===== src/rtl/pipe_reg_skid.sv =====
// pipe_reg_skid: pipeline register with valid/ready handshaking and a
// 2-entry skid buffer between two pipeline stages (EXE/MEM, ID/EXE, MEM/WB).
//
// Ports:
//   clk, rst        rising-edge clock, asynchronous active-high reset
//   flush           synchronous kill of all held entries (highest priority)
//   in_valid/ready  upstream handshake; in_ready depends only on registered state
//   in_ctrl/a/b/rd/tag   upstream payload (control, alu result, store data,
//                        destination register, instruction tag)
//   out_valid/ready downstream handshake
//   out_ctrl        control bits with KILL_MASK bits forced to 0 on bubbles
//   out_a/b/rd/tag  payload from the main register (holds on bubbles)
//   stall_cnt       saturating count of cycles with out_valid & ~out_ready
module pipe_reg_skid #(
    parameter int unsigned              DATA_W    = 32,
    parameter int unsigned              CTRL_W    = 3,
    parameter int unsigned              RD_W      = 5,
    parameter int unsigned              TAG_W     = 8,
    parameter logic [CTRL_W-1:0]        KILL_MASK = '1,
    parameter int unsigned              CNT_W     = 16
) (
    input  logic              clk,
    input  logic              rst,
    input  logic              flush,
    input  logic              in_valid,
    output logic              in_ready,
    input  logic [CTRL_W-1:0] in_ctrl,
    input  logic [DATA_W-1:0] in_a,
    input  logic [DATA_W-1:0] in_b,
    input  logic [RD_W-1:0]   in_rd,
    input  logic [TAG_W-1:0]  in_tag,
    output logic              out_valid,
    input  logic              out_ready,
    output logic [CTRL_W-1:0] out_ctrl,
    output logic [DATA_W-1:0] out_a,
    output logic [DATA_W-1:0] out_b,
    output logic [RD_W-1:0]   out_rd,
    output logic [TAG_W-1:0]  out_tag,
    output logic [CNT_W-1:0]  stall_cnt
);

    typedef enum logic [1:0] {
        EMPTY = 2'd0,
        ONE   = 2'd1,
        FULL  = 2'd2
    } state_t;

    state_t state, state_nxt;

    logic [CTRL_W-1:0] main_ctrl, skid_ctrl;
    logic [DATA_W-1:0] main_a, skid_a;
    logic [DATA_W-1:0] main_b, skid_b;
    logic [RD_W-1:0]   main_rd, skid_rd;
    logic [TAG_W-1:0]  main_tag, skid_tag;

    logic in_fire;
    logic out_fire;
    logic load_main_in;
    logic load_main_skid;
    logic load_skid_in;

    assign in_ready  = (state != FULL);
    assign out_valid = (state != EMPTY);
    assign in_fire   = in_valid & in_ready;
    assign out_fire  = out_valid & out_ready;

    always_ff @(posedge clk or posedge rst) begin
        if (rst) begin
            state <= EMPTY;
        end else begin
            state <= state_nxt;
        end
    end

    always_comb begin
        state_nxt      = state;
        load_main_in   = 1'b0;
        load_main_skid = 1'b0;
        load_skid_in   = 1'b0;
        if (flush) begin
            // Flush drops everything, including an entry offered this cycle;
            // payload registers are left untouched.
            state_nxt = EMPTY;
        end else begin
            case (state)
                EMPTY: begin
                    if (in_fire) begin
                        state_nxt    = ONE;
                        load_main_in = 1'b1;
                    end
                end
                ONE: begin
                    if (in_fire && out_fire) begin
                        load_main_in = 1'b1;
                    end else if (in_fire) begin
                        state_nxt    = FULL;
                        load_skid_in = 1'b1;
                    end else if (out_fire) begin
                        state_nxt = EMPTY;
                    end
                end
                FULL: begin
                    if (out_fire) begin
                        state_nxt      = ONE;
                        load_main_skid = 1'b1;
                    end
                end
                default: begin
                    state_nxt = EMPTY;
                end
            endcase
        end
    end

    always_ff @(posedge clk or posedge rst) begin
        if (rst) begin
            main_ctrl <= '0;
            main_a    <= '0;
            main_b    <= '0;
            main_rd   <= '0;
            main_tag  <= '0;
        end else if (load_main_in) begin
            main_ctrl <= in_ctrl;
            main_a    <= in_a;
            main_b    <= in_b;
            main_rd   <= in_rd;
            main_tag  <= in_tag;
        end else if (load_main_skid) begin
            main_ctrl <= skid_ctrl;
            main_a    <= skid_a;
            main_b    <= skid_b;
            main_rd   <= skid_rd;
            main_tag  <= skid_tag;
        end
    end

    always_ff @(posedge clk or posedge rst) begin
        if (rst) begin
            skid_ctrl <= '0;
            skid_a    <= '0;
            skid_b    <= '0;
            skid_rd   <= '0;
            skid_tag  <= '0;
        end else if (load_skid_in) begin
            skid_ctrl <= in_ctrl;
            skid_a    <= in_a;
            skid_b    <= in_b;
            skid_rd   <= in_rd;
            skid_tag  <= in_tag;
        end
    end

    // Counts every cycle presented but not accepted; flush does not clear it.
    always_ff @(posedge clk or posedge rst) begin
        if (rst) begin
            stall_cnt <= '0;
        end else if (out_valid && !out_ready && (stall_cnt != '1)) begin
            stall_cnt <= stall_cnt + 1'b1;
        end
    end

    // Bubbles must never assert the masked write/memory enables.
    assign out_ctrl = main_ctrl & ~(KILL_MASK & {CTRL_W{~out_valid}});
    assign out_a    = main_a;
    assign out_b    = main_b;
    assign out_rd   = main_rd;
    assign out_tag  = main_tag;

endmodule


===== config.mk =====
export PLATFORM = sky130hd
export DESIGN_NAME = pipe_reg_skid
export DESIGN_NICKNAME = d
export VERILOG_FILES = /design/src/rtl/pipe_reg_skid.sv
export SDC_FILE = /design/constraint.sdc
export NUM_CORES = 1
export LEC_CHECK = 0
export BUFFER_PORTS_ARGS = -buffer_cell sky130_fd_sc_hd__buf_4
export CORE_ASPECT_RATIO = 0.6
export CORE_MARGIN = 2
export CORE_UTILIZATION = 53
export CTS_CLUSTER_DIAMETER = 80
export DETAILED_ROUTE_END_ITERATION = 8
export PLACE_DENSITY = 0.83
export SYNTH_ARGS = -nofsm -noshare
export SYNTH_HDL_FRONTEND = slang
export SYNTH_SLANG_ARGS = --single-unit

===== constraint.sdc =====
create_clock -name clk -period 6.95 [get_ports clk]
set_input_delay 0.695 -clock clk [delete_from_list [all_inputs] [get_ports clk]]
set_output_delay 0.695 -clock clk [all_outputs]
set_load 0.01 [all_outputs]

==> run metrics, run 1 <==
status=completed; All-Layer GR Usage=0.240; sw power=0.000807 W; worst skew pair latency=0.41 ns; Die Span Y=95.1 um; VDD IR max=171 uV; Remaining DRCs=0; switch share=0.281; RSZ-0062 raised after global routing=false; core area=0.0136 mm^2; die span in x=156 um; max-cap viol count=0; starting density of the core=0.540; share of cells above drive strength 1=0.389; Int Power=0.00207 W; HP Class=in -> async; H-tree levels=4; final hold vios=0; routed via count=5413; Worst Setup Start Kind=flop; crit path kind=reg -> reg; final net count=865; count leader, synth=dfrtp_1; relative slew slack=0.269; Mapped Cells=609; Avg Cell Area, Syn=12.0 um^2; sequential area share after synthesis=0.607; Routed Antenna Nets=0; most common flop cell mapped by yosys=dfrtp_1; element type at the critical path end=flop; Comb pwr share=0.190; num ports=183; initial antenna violation count=0; Pleak=4.70 nW; vias in the first global route=5448; post-synth cell types=42; Root Buffer=clkbuf_16; CP arrival=3.21 ns; count of hold-fix buffers inserted at cts=0; DR WL/cell=17.8 um; synth cell count leaders=178 x dfrtp_1, 166 x nand2_1, 80 x a22oi_1, 80 x mux2_2, 13 x clkbuf_1; Post-CTS Setup Inserts=0; Synth Cell Area=0.00733 mm^2; Mapped Nets=695; vias per cell=5.60; Critical Path RT=7.30 ns; first-pass GRT wire length=27900 um; power per cell area=308 mW/mm^2; synthesis-to-finish area growth=27.2%; post-CTS resize count=0; Num Clock Sinks=178; Tcrit/Tclk final=0.412; CTS tree=done; Port Buffers=182; 1st-pass router iterations=5; Clock Skew=0.0138 ns; Final min period=2.86 ns; Post-synth ARST share=1.00; fmax=0.349 GHz; number of diodes=0; leading area contributor after synthesis=dfrtp_1; row cnt=33; clock share of power=0.319; Synth Warn #=0; clock buffer depth=2; Post-synth EDFFs=0; TritonCTS Buffers=17; final WL=17200 um; Synth area leaders=dfrtp_1 61%, mux2_2 12%, nand2_1 8.5%, a22oi_1 8.2%, xor2_1 1.3%; largest net degree at the start of global routing=92; Clock transition at path regs=0.07 ns; grt total ovfl=0; Yosys reg bits=178; worst slew pin tran=1.10 ns; Max FO, Critical Path=81; sequential power share=0.492; gp weighted congestion=0.822; Final Util=0.687; Die Area=0.0148 mm^2; setup TNS=0 ns; post-detail-place hpwl=11200 um; Pins Over Slew Limit=0; final setup vio count=0; area share of the largest cell type after synthesis=0.607; DRT iter0 DRCs=435
-- power by group through the flow --
stage / clock [W] / combinational [W] / sequential [W]
global route: 0.000975 / 0.000599 / 0.00144
global placement: 0 / 0.000522 / 0.00141
CTS: 0.000926 / 0.000553 / 0.00141
finish: 0.000916 / 0.000545 / 0.00141
detailed placement: 0 / 0.000552 / 0.00143
floorplan: 0 / 0.000258 / 0.00143
-- metrics by stage --
step / setup WS [ns] / hold slack [ns] / cell area (um^2) / total power [W] / cells
final: 4.09 / 0.427 / 9330 / 0.00287 / 967
after global routing: 3.83 / 0.473 / 9330 / 0.00301 / 967
after CTS: 4.06 / 0.462 / 9330 / 0.00289 / 967
after detailed placement: 3.71 / 0.467 / 8770 / 0.00198 / 935
after global placement: 3.82 / 0.459 / 8770 / 0.00193 / 935
after floorplan: 1.42 / 0.438 / 7330 / 0.00169 / 609
-- layout by cell type (no fill, tap or decap), types with 2 or more instances in the layout --
| cell type | count |
|---|---|
| a21oi_1 | 2 |
| a22oi_1 | 80 |
| buf_4 | 186 |
| clkbuf_1 | 3 |
| clkbuf_16 | 17 |
| clkinv_4 | 3 |
| clkinvlp_4 | 4 |
| dfrtp_1 | 178 |
| inv_1 | 2 |
| inv_6 | 4 |
| mux2_2 | 80 |
| mux2i_1 | 2 |
| nand2_1 | 166 |
| nand2b_1 | 2 |
| nand3_1 | 4 |
| nand4_1 | 2 |
| nor2_1 | 7 |
| nor2b_1 | 6 |
| nor3_1 | 3 |
| nor3b_1 | 2 |
| nor4_1 | 3 |
| nor4_4 | 2 |
| xor2_1 | 11 |
-- registers in the layout (all words and copies together), names as in the netlist, 8 cells and up --
name and flops:
out_a 32, out_b 32, skid_a 32, skid_b 32
stall_cnt 16, out_tag 8, skid_tag 8
-- metal layers --
metal | wire length [um] | track usage
met1 | 7640 | 0.332
met2 | 8210 | 0.390
met3 | 1250 | 0.0600
met4 | 105 | 0.0566
met5 | 0 | 0
-- cell type report --
cell class | count | area, um^2
multi-input combinational | 393 | 2680
clock inverter | 12 | 124
timing repair buffer | 186 | 1400
fill | 984 | 4260
tap | 175 | 219
clock buffer | 20 | 437
inverter | 3 | 16.3
sequential | 178 | 4450
-- worst max-delay path, cell delays in order, from the launching register on --
cell and delay, ns:
dfrtp_1 0.47, nor4bb_4 0.19, buf_4 0.38, a21oi_4 0.93
buf_4 0.55, nand2_1 0.14, nand2_1 0.10
-- logic make-up (layout without fill, tap and decap cells) --
| logic type | after synthesis | in the layout | share of synthesized area |
|---|---|---|---|
| multiplexers | 83 | 83 | 0.128 |
| flip-flops | 178 | 178 | 0.607 |
| buffers and inverters | 38 | 221 | 0.0309 |
| adder cells (fa/ha/maj) | 1 | 1 | 0.00171 |
| AO/OA/AOI/OAI | 90 | 90 | 0.0918 |
| AND/OR/NAND/NOR | 207 | 207 | 0.126 |
| XOR/XNOR | 12 | 12 | 0.0143 |
-- final timing paths --
kind	start	slack [ns]	endpoint	cells after the start
setup / recovery	state[1]	4.09	out_a[20]	6
max in group asynchronous	rst	4.96	out_tag[6]	3
hold reg to reg	out_b[5]	0.48	out_b[5]	2
hold / removal	rst	0.43	state[1]	2
min in group clk	out_b[5]	0.48	out_b[5]	2
setup reg to reg	state[1]	4.09	out_a[20]	6
No activity file was read; power rests on OpenSTA's default activity.
==> inputs of run 2 (changes only) <==
Clock period 6.95 ns to 2.8 ns, I/O delays scaled along.
==> run 2 against run 1 <==
Utilization increased by 0.43 points. Combinational power is 150% higher. Highest routed layer unchanged. Final cell count up 0.21%. Count of clock-buffer cells in the layout down 1. Critical path type unchanged. Die area is the same. Largest power group unchanged.
==> run metrics, run 2 (synthesized netlist as in run 1, its figures left out) <==
status=completed; Final min period=2.14 ns (-0.724 ns); post-CTS resize count=0 (unchanged); Clock Skew=0.0123 ns (-0.00141 ns); crit path kind=reg -> reg; number of diodes=0 (unchanged); routed via count=5398 (-0.28%); design area=0.00939 mm^2 (+0.63%); vias per cell=5.57 (-0.48%); num ports=183 (unchanged); CTS tree=done; DRT iter0 DRCs=434 (-0.23%); 1st-pass router iterations=5 (unchanged); clock buffer depth=2 (unchanged); dpl cell area=0.00885 mm^2 (+0.96%); HP Class=in -> reg; power per cell area=749 mW/mm^2 (+140%); TritonCTS Buffers=17 (unchanged); fmax=0.467 GHz (+34%); placed cells=938 (+0.32%); total power=0.00703 W (+140%); H-tree levels=4 (unchanged); Remaining DRCs=0 (unchanged); Max FO, Critical Path=80 (-1.2%); Root Buffer=clkbuf_16; Critical Path RT=3.15 ns (-4.15 ns); worst slew pin tran=0.977 ns (-0.120 ns); share of cells above drive strength 1=0.392 (+0.00280); All-Layer GR Usage=0.236 (-0.00446); final cell count without fillers=969 (+0.21%); commonest non-fill, non-tap cell in the layout=buf_4; Post-CTS Setup Inserts=0 (unchanged); Port Buffers=182 (unchanged); DR WL/cell=17.5 um (-1.5%); setup TNS=0 ns (unchanged); Final WS setup=0.660 ns (-3.43 ns); worst skew pair latency=0.41 ns (about the same); RSZ-0062 raised after global routing=false; Die Area=0.0148 mm^2 (unchanged); VDD IR max=397 uV (+130%); final hold vios=0 (unchanged); FILL cells=969 (-1.5%); die span in x=156 um (unchanged); Worst Setup Start Kind=flop; count of hold-fix buffers inserted at cts=0 (unchanged); final net count=868 (+0.35%); initial antenna violation count=0 (unchanged); Num Clock Sinks=178 (unchanged); gp weighted congestion=0.837 (+1.8%); final WL=17000 um (-1.3%); largest net degree at the start of global routing=179 (+95%); CP arrival=2.49 ns (-0.72 ns); relative slew slack=0.347 (+0.0784); Pins Over Slew Limit=0 (unchanged); first-pass GRT wire length=27200 um (-2.6%); Tcrit/Tclk final=0.764 (+0.352); post-detail-place hpwl=11000 um (-1.5%); starting density of the core=0.540 (unchanged); highest-count cells in the layout ignoring fill and taps=184 x buf_4, 178 x dfrtp_1, 166 x nand2_1; Clock transition at path regs=0.07 ns (about the same); Die Span Y=95.1 um (unchanged); Routed Antenna Nets=0 (unchanged); grt total ovfl=0 (unchanged); Pleak=4.72 nW (+0.42%); synthesis-to-finish area growth=28.0%; element type at the critical path end=flop; max-cap viol count=0 (unchanged); vias in the first global route=5347 (-1.9%); row cnt=33 (unchanged); core area=0.0136 mm^2 (unchanged); final setup vio count=0 (unchanged); pre-CTS setup slack=0.712 ns (-2.99 ns)
## run 2: stage by stage
step	hold WS, ns	utilization
after floorplan	0.346	-
after global placement	0.456	0.652
after detailed placement	0.462	0.652
after CTS	0.0461	0.691
after global routing	0.0605	0.691
final	0.0712	0.691
## run 2: layout make-up
cell class,instances,area (um^2),share of cell area
tap,175,219,0.0233
multi-input combinational,393,2680,0.286
inverter,3,15.0,0.00160
clock buffer,19,433,0.0461
clock inverter,12,103,0.0109
sequential,178,4450,0.475
timing repair buffer,189,1480,0.158
## run 2: critical path, stage by stage (launching register included)
cell and delay [ns]:
dfrtp_1 0.46, nor3b_1 0.67, and2_2 0.29, buf_12 0.31
a22oi_1 0.17, nand2_1 0.10
## run 2: layer usage
metal	global-route usage	routed length (um)	up-vias	share of wire
met3	0.0759	1320	18	0.078
met1	0.329	7750	2700	0.46
met2	0.361	7710	211	0.45
met4	0.0657	193	0	0.011
li1	-	-	2469	-
met5	0	0	-	0
## run 2: power breakdown
part           switching, W  total [W]  internal [W]  leakage, nW
combinational      0.000605    0.00136      0.000754         2.26
clock               0.00102    0.00217       0.00115        0.249
sequential         0.000358    0.00350       0.00314         2.21
total               0.00198    0.00703       0.00505         4.72
## run 2: worst paths after layout
check / from / to / slack (ns) / cells after the start
worst min-delay path: flush / state[0] / 0.07 / 2
worst max register to register: state[1] / out_b[21] / 0.66 / 5
worst max-delay path: state[1] / out_b[21] / 0.66 / 5
max in group asynchronous: rst / skid_a[4] / 1.93 / 3
min in group asynchronous: rst / out_b[21] / 0.10 / 3
worst min register to register: out_a[20] / out_a[20] / 0.48 / 2
